<file path="src/rtl/lsu_axi_lite_if.sv">
// Core-side request/response and data-memory bus signals of the load/store unit.
// slave is the LSU's view; master is the view of the core plus memory driving it.
interface lsu_axi_lite_if #(
    parameter int ADDR_W = 32,
    parameter int DATA_W = 32
);
    logic              req_valid;
    logic              req_ready;
    logic              req_wen;
    logic [ADDR_W-1:0] req_addr;
    logic [DATA_W-1:0] req_wdata;
    logic [2:0]        req_funct3;
    logic              resp_valid;
    logic [DATA_W-1:0] resp_rdata;
    logic              resp_err;
    logic              mem_req_valid;
    logic              mem_req_ready;
    logic [ADDR_W-1:0] mem_addr;
    logic              mem_wen;
    logic [DATA_W-1:0] mem_wdata;
    logic [3:0]        mem_wstrb;
    logic              mem_resp_valid;
    logic [DATA_W-1:0] mem_resp_rdata;
    logic              mem_resp_err;

    modport slave (
        input  req_valid, req_wen, req_addr, req_wdata, req_funct3,
               mem_req_ready, mem_resp_valid, mem_resp_rdata, mem_resp_err,
        output req_ready, resp_valid, resp_rdata, resp_err,
               mem_req_valid, mem_addr, mem_wen, mem_wdata, mem_wstrb
    );

    modport master (
        output req_valid, req_wen, req_addr, req_wdata, req_funct3,
               mem_req_ready, mem_resp_valid, mem_resp_rdata, mem_resp_err,
        input  req_ready, resp_valid, resp_rdata, resp_err,
               mem_req_valid, mem_addr, mem_wen, mem_wdata, mem_wstrb
    );
endinterface

</file>
<file path="src/rtl/lsu_axi_lite.sv">
// Load/store unit: turns one core memory operation into a valid/ready data-memory transaction.
// Build option LSU_MISALIGN_CHK_EN rejects misaligned half/word accesses before any bus request.
//   state | meaning
//   IDLE  | ready for a new core operation
//   REQ   | bus request presented, waiting for mem_req_ready
//   WAIT  | request accepted by the bus, waiting for mem_resp_valid
//   RESP  | one-cycle completion pulse to the core
module lsu_axi_lite #(
    parameter int ADDR_W = 32,
    parameter int DATA_W = 32
) (
    input logic           clk,
    input logic           rst_n,
    lsu_axi_lite_if.slave bus
);
    typedef enum logic [1:0] {IDLE, REQ, WAIT, RESP} state_t;

    state_t            state_q;
    logic              req_ready_q;
    logic              resp_valid_q;
    logic              resp_err_q;
    logic [DATA_W-1:0] resp_rdata_q;
    logic              mem_req_valid_q;
    logic [ADDR_W-1:0] mem_addr_q;
    logic              mem_wen_q;
    logic [DATA_W-1:0] mem_wdata_q;
    logic [3:0]        mem_wstrb_q;
    logic              wen_q;
    logic [1:0]        lsb_q;
    logic [2:0]        funct3_q;

    logic [3:0]        wstrb_d;
    logic [DATA_W-1:0] wdata_d;
    logic              illegal_d;
    logic              misalign_d;

    function automatic logic [31:0] load_ext(input logic [31:0] word, input logic [2:0] f3,
                                             input logic [1:0] lsb);
        logic [31:0] byte_w;
        logic [31:0] half_w;
        byte_w = word >> {lsb, 3'b000};
        half_w = word >> {lsb[1], 4'b0000};
        case (f3)
            3'b000:  return {{24{byte_w[7]}}, byte_w[7:0]};
            3'b100:  return {24'h000000, byte_w[7:0]};
            3'b001:  return {{16{half_w[15]}}, half_w[15:0]};
            3'b101:  return {16'h0000, half_w[15:0]};
            default: return word;
        endcase
    endfunction

`ifdef LSU_MISALIGN_CHK_EN
    assign misalign_d = ((bus.req_funct3[1:0] == 2'b01) && bus.req_addr[0]) ||
                        ((bus.req_funct3[1:0] == 2'b10) && (bus.req_addr[1:0] != 2'b00));
`else
    assign misalign_d = 1'b0;
`endif

    assign illegal_d = misalign_d ||
                       (bus.req_wen ? (bus.req_funct3[2] || (bus.req_funct3[1:0] == 2'b11))
                                    : ((bus.req_funct3 == 3'b011) || (bus.req_funct3[2:1] == 2'b11)));

    // Stores replicate the narrow value across every lane so strobes alone select the bytes.
    always_comb begin
        wstrb_d = 4'b0000;
        wdata_d = '0;
        if (bus.req_wen) begin
            case (bus.req_funct3)
                3'b000: begin
                    wstrb_d = 4'b0001 << bus.req_addr[1:0];
                    wdata_d = {4{bus.req_wdata[7:0]}};
                end
                3'b001: begin
                    wstrb_d = 4'b0011 << {bus.req_addr[1], 1'b0};
                    wdata_d = {2{bus.req_wdata[15:0]}};
                end
                3'b010: begin
                    wstrb_d = 4'b1111;
                    wdata_d = bus.req_wdata;
                end
                default: ;
            endcase
        end
    end

    always_ff @(posedge clk or negedge rst_n) begin
        if (!rst_n) begin
            state_q         <= IDLE;
            req_ready_q     <= 1'b1;
            resp_valid_q    <= 1'b0;
            resp_err_q      <= 1'b0;
            resp_rdata_q    <= '0;
            mem_req_valid_q <= 1'b0;
            mem_addr_q      <= '0;
            mem_wen_q       <= 1'b0;
            mem_wdata_q     <= '0;
            mem_wstrb_q     <= 4'b0000;
            wen_q           <= 1'b0;
            lsb_q           <= 2'b00;
            funct3_q        <= 3'b000;
        end else begin
            case (state_q)
                IDLE: begin
                    if (bus.req_valid) begin
                        wen_q       <= bus.req_wen;
                        lsb_q       <= bus.req_addr[1:0];
                        funct3_q    <= bus.req_funct3;
                        req_ready_q <= 1'b0;
                        if (illegal_d) begin
                            resp_valid_q <= 1'b1;
                            resp_err_q   <= 1'b1;
                            resp_rdata_q <= '0;
                            state_q      <= RESP;
                        end else begin
                            mem_req_valid_q <= 1'b1;
                            mem_addr_q      <= {bus.req_addr[ADDR_W-1:2], 2'b00};
                            mem_wen_q       <= bus.req_wen;
                            mem_wdata_q     <= wdata_d;
                            mem_wstrb_q     <= wstrb_d;
                            state_q         <= REQ;
                        end
                    end
                end
                REQ: begin
                    if (bus.mem_req_ready) begin
                        mem_req_valid_q <= 1'b0;
                        state_q         <= WAIT;
                    end
                end
                WAIT: begin
                    if (bus.mem_resp_valid) begin
                        resp_valid_q <= 1'b1;
                        resp_err_q   <= bus.mem_resp_err;
                        resp_rdata_q <= (bus.mem_resp_err || wen_q) ? '0
                                        : load_ext(bus.mem_resp_rdata, funct3_q, lsb_q);
                        state_q      <= RESP;
                    end
                end
                RESP: begin
                    resp_valid_q <= 1'b0;
                    req_ready_q  <= 1'b1;
                    state_q      <= IDLE;
                end
                default: state_q <= IDLE;
            endcase
        end
    end

    assign bus.req_ready     = req_ready_q;
    assign bus.resp_valid    = resp_valid_q;
    assign bus.resp_err      = resp_err_q;
    assign bus.resp_rdata    = resp_rdata_q;
    assign bus.mem_req_valid = mem_req_valid_q;
    assign bus.mem_addr      = mem_addr_q;
    assign bus.mem_wen       = mem_wen_q;
    assign bus.mem_wdata     = mem_wdata_q;
    assign bus.mem_wstrb     = mem_wstrb_q;
endmodule

</file>
<file path="src/flat_wrapper.sv">
// flat-port wrapper written by rule: the top's interface ports become plain ports
module lsu_axi_lite_flat 
#(
    parameter int ADDR_W = 32,
    parameter int DATA_W = 32
)
  (clk, rst_n, bus_req_valid, bus_req_wen, bus_req_addr, bus_req_wdata, bus_req_funct3, bus_mem_req_ready, bus_mem_resp_valid, bus_mem_resp_rdata, bus_mem_resp_err, bus_req_ready, bus_resp_valid, bus_resp_rdata, bus_resp_err, bus_mem_req_valid, bus_mem_addr, bus_mem_wen, bus_mem_wdata, bus_mem_wstrb);
  lsu_axi_lite_if #(.ADDR_W(ADDR_W), .DATA_W(DATA_W)) bus_i ();
  input logic clk;
  input logic rst_n;
  input wire logic [$bits(bus_i.req_valid)-1:0] bus_req_valid;
  input wire logic [$bits(bus_i.req_wen)-1:0] bus_req_wen;
  input wire logic [$bits(bus_i.req_addr)-1:0] bus_req_addr;
  input wire logic [$bits(bus_i.req_wdata)-1:0] bus_req_wdata;
  input wire logic [$bits(bus_i.req_funct3)-1:0] bus_req_funct3;
  input wire logic [$bits(bus_i.mem_req_ready)-1:0] bus_mem_req_ready;
  input wire logic [$bits(bus_i.mem_resp_valid)-1:0] bus_mem_resp_valid;
  input wire logic [$bits(bus_i.mem_resp_rdata)-1:0] bus_mem_resp_rdata;
  input wire logic [$bits(bus_i.mem_resp_err)-1:0] bus_mem_resp_err;
  output wire logic [$bits(bus_i.req_ready)-1:0] bus_req_ready;
  output wire logic [$bits(bus_i.resp_valid)-1:0] bus_resp_valid;
  output wire logic [$bits(bus_i.resp_rdata)-1:0] bus_resp_rdata;
  output wire logic [$bits(bus_i.resp_err)-1:0] bus_resp_err;
  output wire logic [$bits(bus_i.mem_req_valid)-1:0] bus_mem_req_valid;
  output wire logic [$bits(bus_i.mem_addr)-1:0] bus_mem_addr;
  output wire logic [$bits(bus_i.mem_wen)-1:0] bus_mem_wen;
  output wire logic [$bits(bus_i.mem_wdata)-1:0] bus_mem_wdata;
  output wire logic [$bits(bus_i.mem_wstrb)-1:0] bus_mem_wstrb;
  assign bus_i.req_valid = bus_req_valid;
  assign bus_i.req_wen = bus_req_wen;
  assign bus_i.req_addr = bus_req_addr;
  assign bus_i.req_wdata = bus_req_wdata;
  assign bus_i.req_funct3 = bus_req_funct3;
  assign bus_i.mem_req_ready = bus_mem_req_ready;
  assign bus_i.mem_resp_valid = bus_mem_resp_valid;
  assign bus_i.mem_resp_rdata = bus_mem_resp_rdata;
  assign bus_i.mem_resp_err = bus_mem_resp_err;
  assign bus_req_ready = bus_i.req_ready;
  assign bus_resp_valid = bus_i.resp_valid;
  assign bus_resp_rdata = bus_i.resp_rdata;
  assign bus_resp_err = bus_i.resp_err;
  assign bus_mem_req_valid = bus_i.mem_req_valid;
  assign bus_mem_addr = bus_i.mem_addr;
  assign bus_mem_wen = bus_i.mem_wen;
  assign bus_mem_wdata = bus_i.mem_wdata;
  assign bus_mem_wstrb = bus_i.mem_wstrb;
  lsu_axi_lite #(.ADDR_W(ADDR_W), .DATA_W(DATA_W)) u_core (.clk(clk), .rst_n(rst_n), .bus(bus_i));
endmodule
</file>
<file path="config.mk">
export PLATFORM = sky130hd
export DESIGN_NAME = lsu_axi_lite_flat
export DESIGN_NICKNAME = d
export VERILOG_FILES = /design/src/rtl/lsu_axi_lite_if.sv /design/src/rtl/lsu_axi_lite.sv /design/src/flat_wrapper.sv
export SDC_FILE = /design/constraint.sdc
export NUM_CORES = 1
export LEC_CHECK = 0
export BUFFER_PORTS_ARGS = -buffer_cell sky130_fd_sc_hd__buf_4
export CORE_UTILIZATION = 52
export CTS_CLUSTER_SIZE = 30
export DETAILED_ROUTE_END_ITERATION = 8
export GPL_TIMING_DRIVEN = 0
export PLACE_DENSITY = 0.95
export SLEW_MARGIN = 0
export SYNTH_ARGS = -nofsm -noshare
export SYNTH_HDL_FRONTEND = slang
export SYNTH_SLANG_ARGS = --single-unit
</file>
<file path="constraint.sdc">
create_clock -name clk -period 5.13 [get_ports clk]
set_input_delay 0.2565 -clock clk [delete_from_list [all_inputs] [get_ports clk]]
set_output_delay 0.2565 -clock clk [all_outputs]
set_load 0.1 [all_outputs]
</file>
Word level (Yosys, flattened, before mapping)
Index checks and enable logic that the tools add are counted.
- output and inout bits: 105
- logic and storage cells: 79
- bits in latches: 0
- register bits after elaboration: 111
- memories: 0
- input port bits: 106
- ROM bits: 0
- memory bits (writable): 0
- mux-type cells: 28
- order comparisons: 0
- multiply operators: 0
- reduce and logical (&&, ||, !) cells: 17
- divide/modulo/power cells: 0
- bitwise gates (word level): 1
- shifts and indexed selects: 4
- $add $sub $neg: 0
- eq/ne operators: 16
- operator list (cell ; count):
    $mux 32 ; 5
    $pmux 32 s4 ; 1
    $pmux 32 s3 ; 1
    $pmux 32 s2 ; 1
    $shr 32x5->16 ; 1
    $shr 32x5->8 ; 1
    $pmux 4 s3 ; 1
    $reduce_and 4->1 ; 3
    $mux 1 ; 9
    $eq 2x2->1 const B ; 4
    $mux 2 ; 4
    $ne 2x2->1 const B ; 4
    $pmux 2 s4 ; 1
    $eq 3x1->1 const B ; 2
    $eq 3x2->1 const B ; 2
    $eq 3x3->1 const B ; 2
    $logic_not 3->1 ; 2
    $pmux 1 s2 ; 3
    $reduce_and 3->1 ; 2
    $reduce_bool 2->1 ; 3
    $mux 4 ; 1
    $reduce_and 2->1 ; 2
    $shl 1x2->4 const A ; 1
    $shl 2x2->4 const A ; 1
    7 further kinds ; 9

Depth between registers and ports, before layout
Gate-level depths: netlist of run 1.
- depth after elaboration: 6
- depth in mapped cells: 8
- depth with buffers taken out: 6

Least setup slack after synthesis of run 1
OpenSTA, ideal clock, no wires.
- path kind: reg2reg
- from: register u_core.state_q[0]
- to: register u_core.resp_rdata_q[14], in the netlist u_core.bus.resp_rdata[14]
- path buffers: 2
- setup time: 126 ps
- period minus slack after synthesis: 2112 ps
- setup slack: 3018 ps
- arrival time: 1986 ps
- data required time: 5004 ps
- cell stages (with the launch flop): 9
- cells stage by stage: dfrtp_1 inv_1 ha_1 nand2b_1 a21boi_0 or3b_1 buf_2 buf_6 a221o_1
- cells in the longest elaborated chain, start to end: 3
- elaborated cells on any way between the ends: 8
- classes of those cells: eq/ne: 4; mux: 1; reduce/logical: 3
- ends and longest elaborated chain (item ; line ; RTL):
    from (decl) ; lsu_axi_lite.sv:18 ; state_t state_q;
    from (signal assigned) ; lsu_axi_lite.sv:88 ; state_q <= IDLE;
    from (signal assigned) ; lsu_axi_lite.sv:113 ; state_q <= RESP;
    from (signal assigned) ; lsu_axi_lite.sv:120 ; state_q <= REQ;
    $eq 2x2->1 / $logic_not 2->1 (equally long branches) ; -- ;
    $ne 2x2->1 (no line) (tied with other cells) ; -- ;
    $reduce_and 4->1 (no line) ; -- ;
    to (signal assigned) ; lsu_axi_lite.sv:134 ; resp_rdata_q <= (bus.mem_resp_err || wen_q) ? '0
    to (decl) ; lsu_axi_lite.sv:22 ; logic [DATA_W-1:0] resp_rdata_q;
Several ways; a longest one is shown, not always the timed one.
A chain may end at the register's enable or synchronous reset.

Worst setup path in the final report of run 1
- from: register u_core.state_q[0]
- to: register u_core.mem_wstrb_q[3], in the netlist u_core.bus.mem_wstrb[3]
- cells in the longest elaborated chain, start to end: 2
- ends and longest elaborated chain (item ; line ; RTL):
    $logic_not 2->1 ; lsu_axi_lite.sv:102 ; case (state_q)
    $reduce_and 3->1 (no line) ; -- ;
    to (signal assigned) ; lsu_axi_lite.sv:119 ; mem_wstrb_q <= wstrb_d;
    to (decl) ; lsu_axi_lite.sv:27 ; logic [3:0] mem_wstrb_q;
No other way between the ends.

==> results of run 1 <==
layout by cell type (no fill, tap or decap), types with 3 or more instances in the layout:
master / n
a21oi_1: 27
a221o_1: 7
a22o_1: 47
a32o_1: 3
buf_1: 5
buf_2: 5
buf_4: 209
clkbuf_1: 22
clkbuf_8: 9
dfrtp_1: 110
ha_1: 6
inv_1: 10
mux2_2: 42
mux2i_1: 5
mux4_2: 5
nand2_1: 41
nand2b_1: 21
nand3_1: 4
nand3b_1: 5
nor2_1: 11
nor2b_1: 13
nor3b_1: 4
o211ai_1: 4
o21ai_0: 32
how the worst max path moves through the flow:
stage | endpoint | slack (ns) | cells after the start
floorplan | u_core.bus.resp_rdata[14] | 3.02 | 8
global placement | u_core.bus.mem_wstrb[3] | 2.73 | 7
detailed placement | u_core.bus.mem_wstrb[3] | 2.57 | 7
CTS | u_core.bus.mem_wstrb[3] | 2.56 | 7
global route | u_core.bus.mem_wstrb[3] | 2.37 | 7
finish | u_core.bus.mem_wstrb[3] | 2.53 | 7
area by class of cell:
| cell class | instances | area [sq um] | area share |
|---|---|---|---|
| Clock buffer | 9 | 124 | 0.0171 |
| Clock inverter | 6 | 80.1 | 0.0111 |
| Buffer | 35 | 153 | 0.0211 |
| Sequential cell | 111 | 2780 | 0.384 |
| Inverter | 11 | 41.3 | 0.00571 |
| Multi-Input combinational cell | 307 | 2280 | 0.316 |
| Timing Repair Buffer | 210 | 1600 | 0.222 |
| Tap cell | 133 | 166 | 0.0230 |
worst reg2reg max path, stage by stage (launching register included):
cell and delay [ns]:
dfrtp_1 0.44, inv_1 0.15, ha_1 0.29, nand2_1 0.12, a2111oi_2 0.79, clkbuf_1 0.42
o21ai_0 0.23, nand2_1 0.11
logic make-up after synthesis:
logic type	Yosys count	share of synthesized area
compound gates	141	0.193
fa+ha+maj	6	0.0143
buf+inv	46	0.0369
flops	111	0.529
mux	52	0.121
other cells	1	0.000714
simple gates	106	0.105
metal layers:
layer	up-vias	global-route usage	routed length [um]
li1	2119	-	-
met1	2265	0.332	5600
met2	280	0.493	7640
met3	47	0.0841	1500
met4	0	0.157	622
met5	-	0	0
through the flow:
stage	util	hold slack (ns)	instances	setup WS (ns)	area, sq um
floorplan	-	-0.0391	464	3.02	5260
global placement	0.714	0.456	805	2.73	6980
detailed placement	0.714	0.465	805	2.57	6980
CTS	0.735	0.0576	820	2.56	7190
global route	0.740	0.0598	822	2.37	7230
finish	0.740	0.0746	822	2.53	7230
timing repair:
item / 4_1_cts / 5_1_grt
hold buffers: 0 / 1
setup endpoints to repair: 0 / 0
endpoints found under the hold margin: 0 / 58
state kept, by name, summed over array words and instances, names as in the netlist, 2 cells and up:
signal,cells
u_core.state_q,2
u_core.lsb_q,2
u_core.bus.resp_rdata,32
u_core.bus.mem_wstrb,4
u_core.bus.mem_wdata,32
u_core.bus.mem_addr,30
u_core.funct3_q,3
==> summary.txt, run 1 <==
status: completed
post-DP HPWL: 12,000 um
Rel. slew slack: 0.333
CTS Buf Count: 9
core area: 9770 sq um
WHS Endpoint: u_core.bus.mem_req_valid
I/O Pins: 211
proportion of layout cells with a drive suffix above 1: 0.417
Max Slew Vio Count: 0
Setup TNS Final: 0 ns
number of fill cells in the layout: 686
Buf/Inv on CP: 2
R2R Path Start: u_core.state_q[0]
DRT iter0 DRCs: 178
setup bufs post-CTS: 0
slew at the pin closest to its max-slew limit: 0.998 ns
Tmin final: 2.60 ns
Cell Chain, Critical Path: inv_1 > ha_1 > nand2_1 > a2111oi_2 > clkbuf_1 > o21ai_0 > nand2_1
CP arrival: 2.91 ns
root buffer cell: clkbuf_8
mean post-synth cell area: 11.3 sq um
RSZ-0062 raised after global routing: no
n_diodes: 0
Tcrit/Tclk final: 0.507
most used cell, CP: nand2_1
Fmax: 384 MHz
vias in the first global route: 4,753
total grt overflow: 0
Gate Count Post-Synth: 463
GP Congestion: 0.889
CP Class: flip-flop to flip-flop
Final nets: 797
hold_sp: bus_mem_req_ready
R2R depth: 7
R2R Setup Slk: 2.53 ns
register area share after synthesis: 0.529
gr usage total: 0.291
Die ar.: 10,500 sq um
Worst Path Required: 5.44 ns
crit-path max cell delay: 0.79 ns
CTS tree: yes
Die X-Extent: 102 um
Area contributors post-synth: dfrtp_1 52%, mux2_2 9.0%, a22o_1 7.8%
Pre-Repair DR Iteration Count: 4
die height: 102 um
count of final hold-check violations: 0
port bufs: 208
clk sink count: 111
Post-synth EDFFs: 0
FP Rows: 36
clk buf depth: 2
Initial Util: 0.537
count of different cell masters after synthesis: 51
fraction of registers with async set/reset: 1.00
Skew-Pair Late Insertion Delay: 0.38 ns
synthesized flop and latch total: 111
hold depth: 2
area leader, netlist: dfrtp_1
final setup violating endpoints: 0
Slowest cell on crit path: a2111oi_2
Top FF cell, synth: dfrtp_1
top post-synthesis cells by count: 110 x dfrtp_1, 47 x a22o_1, 42 x mux2_2
post-cts resize count: 0
register clock-pin slew on the reported worst setup and hold paths: 0.11 ns
H-tree depth: 3
cell family contributing the most delay on the critical path: compound AO/OA/AOI/OAI gates
worst-path fanout max: 10
CP Launch Type: flip-flop
DRC Markers: 0
initial antenna violation count: 0
Yosys top cell area share: 0.524
final WL: 15,400 um
reg2reg end: u_core.bus.mem_wstrb[3]
pin count of the biggest net entering global routing: 112
critical path launch point: u_core.state_q[0]
Final ANT Viol Nets: 0
count leader, synth: dfrtp_1
routed len/inst: 18.7 um
clk_skew: 0.0131 ns
Mapped Area: 5250 sq um
Synth Warn #: 0
Max Cap Viol: 0
Hold Path Class: input port to flip-flop
capturing element type of the critical path: flip-flop
Vias: 4,711
via/cell ratio: 5.73
global-route wire length before repair: 23,200 um
P&R area growth vs syn: 37.6%
Power of run 1 is left out: the tool's default activity adds up to more than one toggle a clock period on the data nets, which glitch-free logic cannot reach.
==> run 2: changes to the inputs <==
- CORE_UTILIZATION: 52 -> 49
- PLACE_DENSITY: 0.95 -> 0.92
- clock period: 5.13 -> 2.6 ns (I/O delays scaled with it)
==> summary.txt, run 2 (same netlist as run 1, synthesis figures left out) <==
pin count of the biggest net entering global routing: 112 (unchanged)
count of non-filler cells in the finished layout: 864 (was 822)
Max Cap Viol: 0 (unchanged)
Hold Path Class: input port to flip-flop (unchanged)
H-tree depth: 3 (unchanged)
capturing element type of the critical path: flip-flop (unchanged)
P&R area growth vs syn: 45.7% (was 37.6%)
n_diodes: 0 (unchanged)
register clock-pin slew on the reported worst setup and hold paths: 0.11 ns (about the same)
worst-path fanout max: 10 (unchanged)
R2R Setup Slk: 0.16 ns (was 2.53 ns)
initial antenna violation count: 0 (unchanged)
most common cell after layout, fill and taps aside: buf_4 (unchanged)
count of final hold-check violations: 0 (unchanged)
Initial Util: 0.506 (was 0.537)
final WL: 16,800 um (was 15,400 um)
Fmax: 410 MHz (was 384 MHz)
global-route wire length before repair: 25,900 um (was 23,200 um)
port bufs: 208 (unchanged)
FP Rows: 37 (was 36)
CP Class: flip-flop to flip-flop (unchanged)
core area: 10,400 sq um (was 9770 sq um)
DP Cell Count: 808 (was 805)
status: completed (unchanged)
vias in the first global route: 5,136 (was 4,753)
gr usage total: 0.305 (was 0.291)
root buffer cell: clkbuf_8 (unchanged)
cell family contributing the most delay on the critical path: simple AND/OR/NAND/NOR gates (was compound AO/OA/AOI/OAI gates)
final setup violating endpoints: 0 (unchanged)
Tcrit/Tclk final: 0.939 (was 0.507)
GP Congestion: 0.924 (was 0.889)
CTS tree: yes (unchanged)
CP arrival: 2.74 ns (was 2.91 ns)
placement-stage cell area: 6990 sq um (was 6980 sq um)
CP Launch Type: flip-flop (unchanged)
DRC Markers: 0 (unchanged)
post-route cell area: 7650 sq um (was 7230 sq um)
Rel. slew slack: 0.540 (was 0.333)
Die X-Extent: 106 um (was 102 um)
Setup TNS Final: 0 ns (unchanged)
Final nets: 835 (was 797)
most frequent cells in the layout: 209 x buf_4, 110 x dfrtp_1, 47 x a22o_1 (unchanged)
Buf/Inv on CP: 2 (unchanged)
clk sink count: 111 (unchanged)
slew at the pin closest to its max-slew limit: 0.689 ns (was 0.998 ns)
clk buf depth: 2 (unchanged)
number of fill cells in the layout: 711 (was 686)
die height: 106 um (was 102 um)
CTS Buf Count: 9 (unchanged)
Pre-Repair DR Iteration Count: 5 (was 4)
Max Slew Vio Count: 0 (unchanged)
Tmin final: 2.44 ns (was 2.60 ns)
Cell Chain, Critical Path: inv_1 > ha_1 > nor3b_1 > nand3_1 > nor3_2 > buf_2 > a22o_1 (was inv_1 > ha_1 > nand2_1 > a2111oi_2 > clkbuf_1 > o21ai_0 > nand2_1)
proportion of layout cells with a drive suffix above 1: 0.397 (was 0.417)
I/O Pins: 211 (unchanged)
DRT iter0 DRCs: 295 (was 178)
Die ar.: 11,100 sq um (was 10,500 sq um)
total grt overflow: 0 (unchanged)
clk_skew: 0.0116 ns (was 0.0131 ns)
Final ANT Viol Nets: 0 (unchanged)
Vias: 4,983 (was 4,711)
via/cell ratio: 5.77 (was 5.73)
Skew-Pair Late Insertion Delay: 0.37 ns (was 0.38 ns)
crit-path max cell delay: 0.50 ns (was 0.79 ns)
Slowest cell on crit path: nor3_2 (was a2111oi_2)
routed len/inst: 19.5 um (was 18.7 um)
post-DP HPWL: 11,900 um (was 12,000 um)
RSZ-0062 raised after global routing: yes (was no)
Worst Path Required: 2.90 ns (was 5.44 ns)
## run 2: worst paths after layout
kind                                          from                         to  depth (start not counted)
max                              u_core.state_q[0]  u_core.bus.resp_rdata[31]                          7
min                                bus_req_addr[0]            u_core.lsb_q[0]                          2
max reg2reg                      u_core.state_q[0]  u_core.bus.resp_rdata[31]                          7
min reg2reg                u_core.bus.mem_wstrb[3]    u_core.bus.mem_wstrb[3]                          2
max in group asynchronous                    rst_n       u_core.bus.req_ready                          3
min in group asynchronous                    rst_n    u_core.bus.mem_addr[20]                          2
## run 2: cell type report
type / instances / area (sq um) / share of cell area
sequential: 111 / 2780 / 0.363
multi-input combinational: 307 / 2300 / 0.301
tap: 136 / 170 / 0.0222
timing repair buffer: 248 / 1980 / 0.259
clock buffer: 10 / 128 / 0.0167
buffer: 35 / 154 / 0.0201
inverter: 11 / 41.3 / 0.00540
clock inverter: 6 / 93.8 / 0.0123
## run 2: stage by stage
stage          utilization  hold slack [ns]  setup WS, ns
2_1_floorplan            -           -0.166         0.488
3_3_place_gp         0.674            0.332         0.193
3_5_place_dp         0.674            0.342        0.0175
4_1_cts              0.731        0.0000794         0.124
5_1_grt              0.738          0.00347       -0.0364
6_report             0.738           0.0254         0.159
## run 2: routing by layer
layer,global-route usage,up-vias,share of wire,wire [um]
li1,-,2203,-,-
met5,0,-,0,0
met4,0.181,0,0.054,915
met1,0.346,2385,0.36,6100
met2,0.516,323,0.49,8240
met3,0.0816,72,0.093,1560
## run 2: what timing repair did
action | 4_1_cts | 5_1_grt
hold endpoints to repair | 36 | 56
setup endpoints to repair | 1 | 20
resized for setup | 1 | 3
hold buffers | 36 | 3
setup buffers | 0 | 0
Power of run 2 is left out for the same reason.
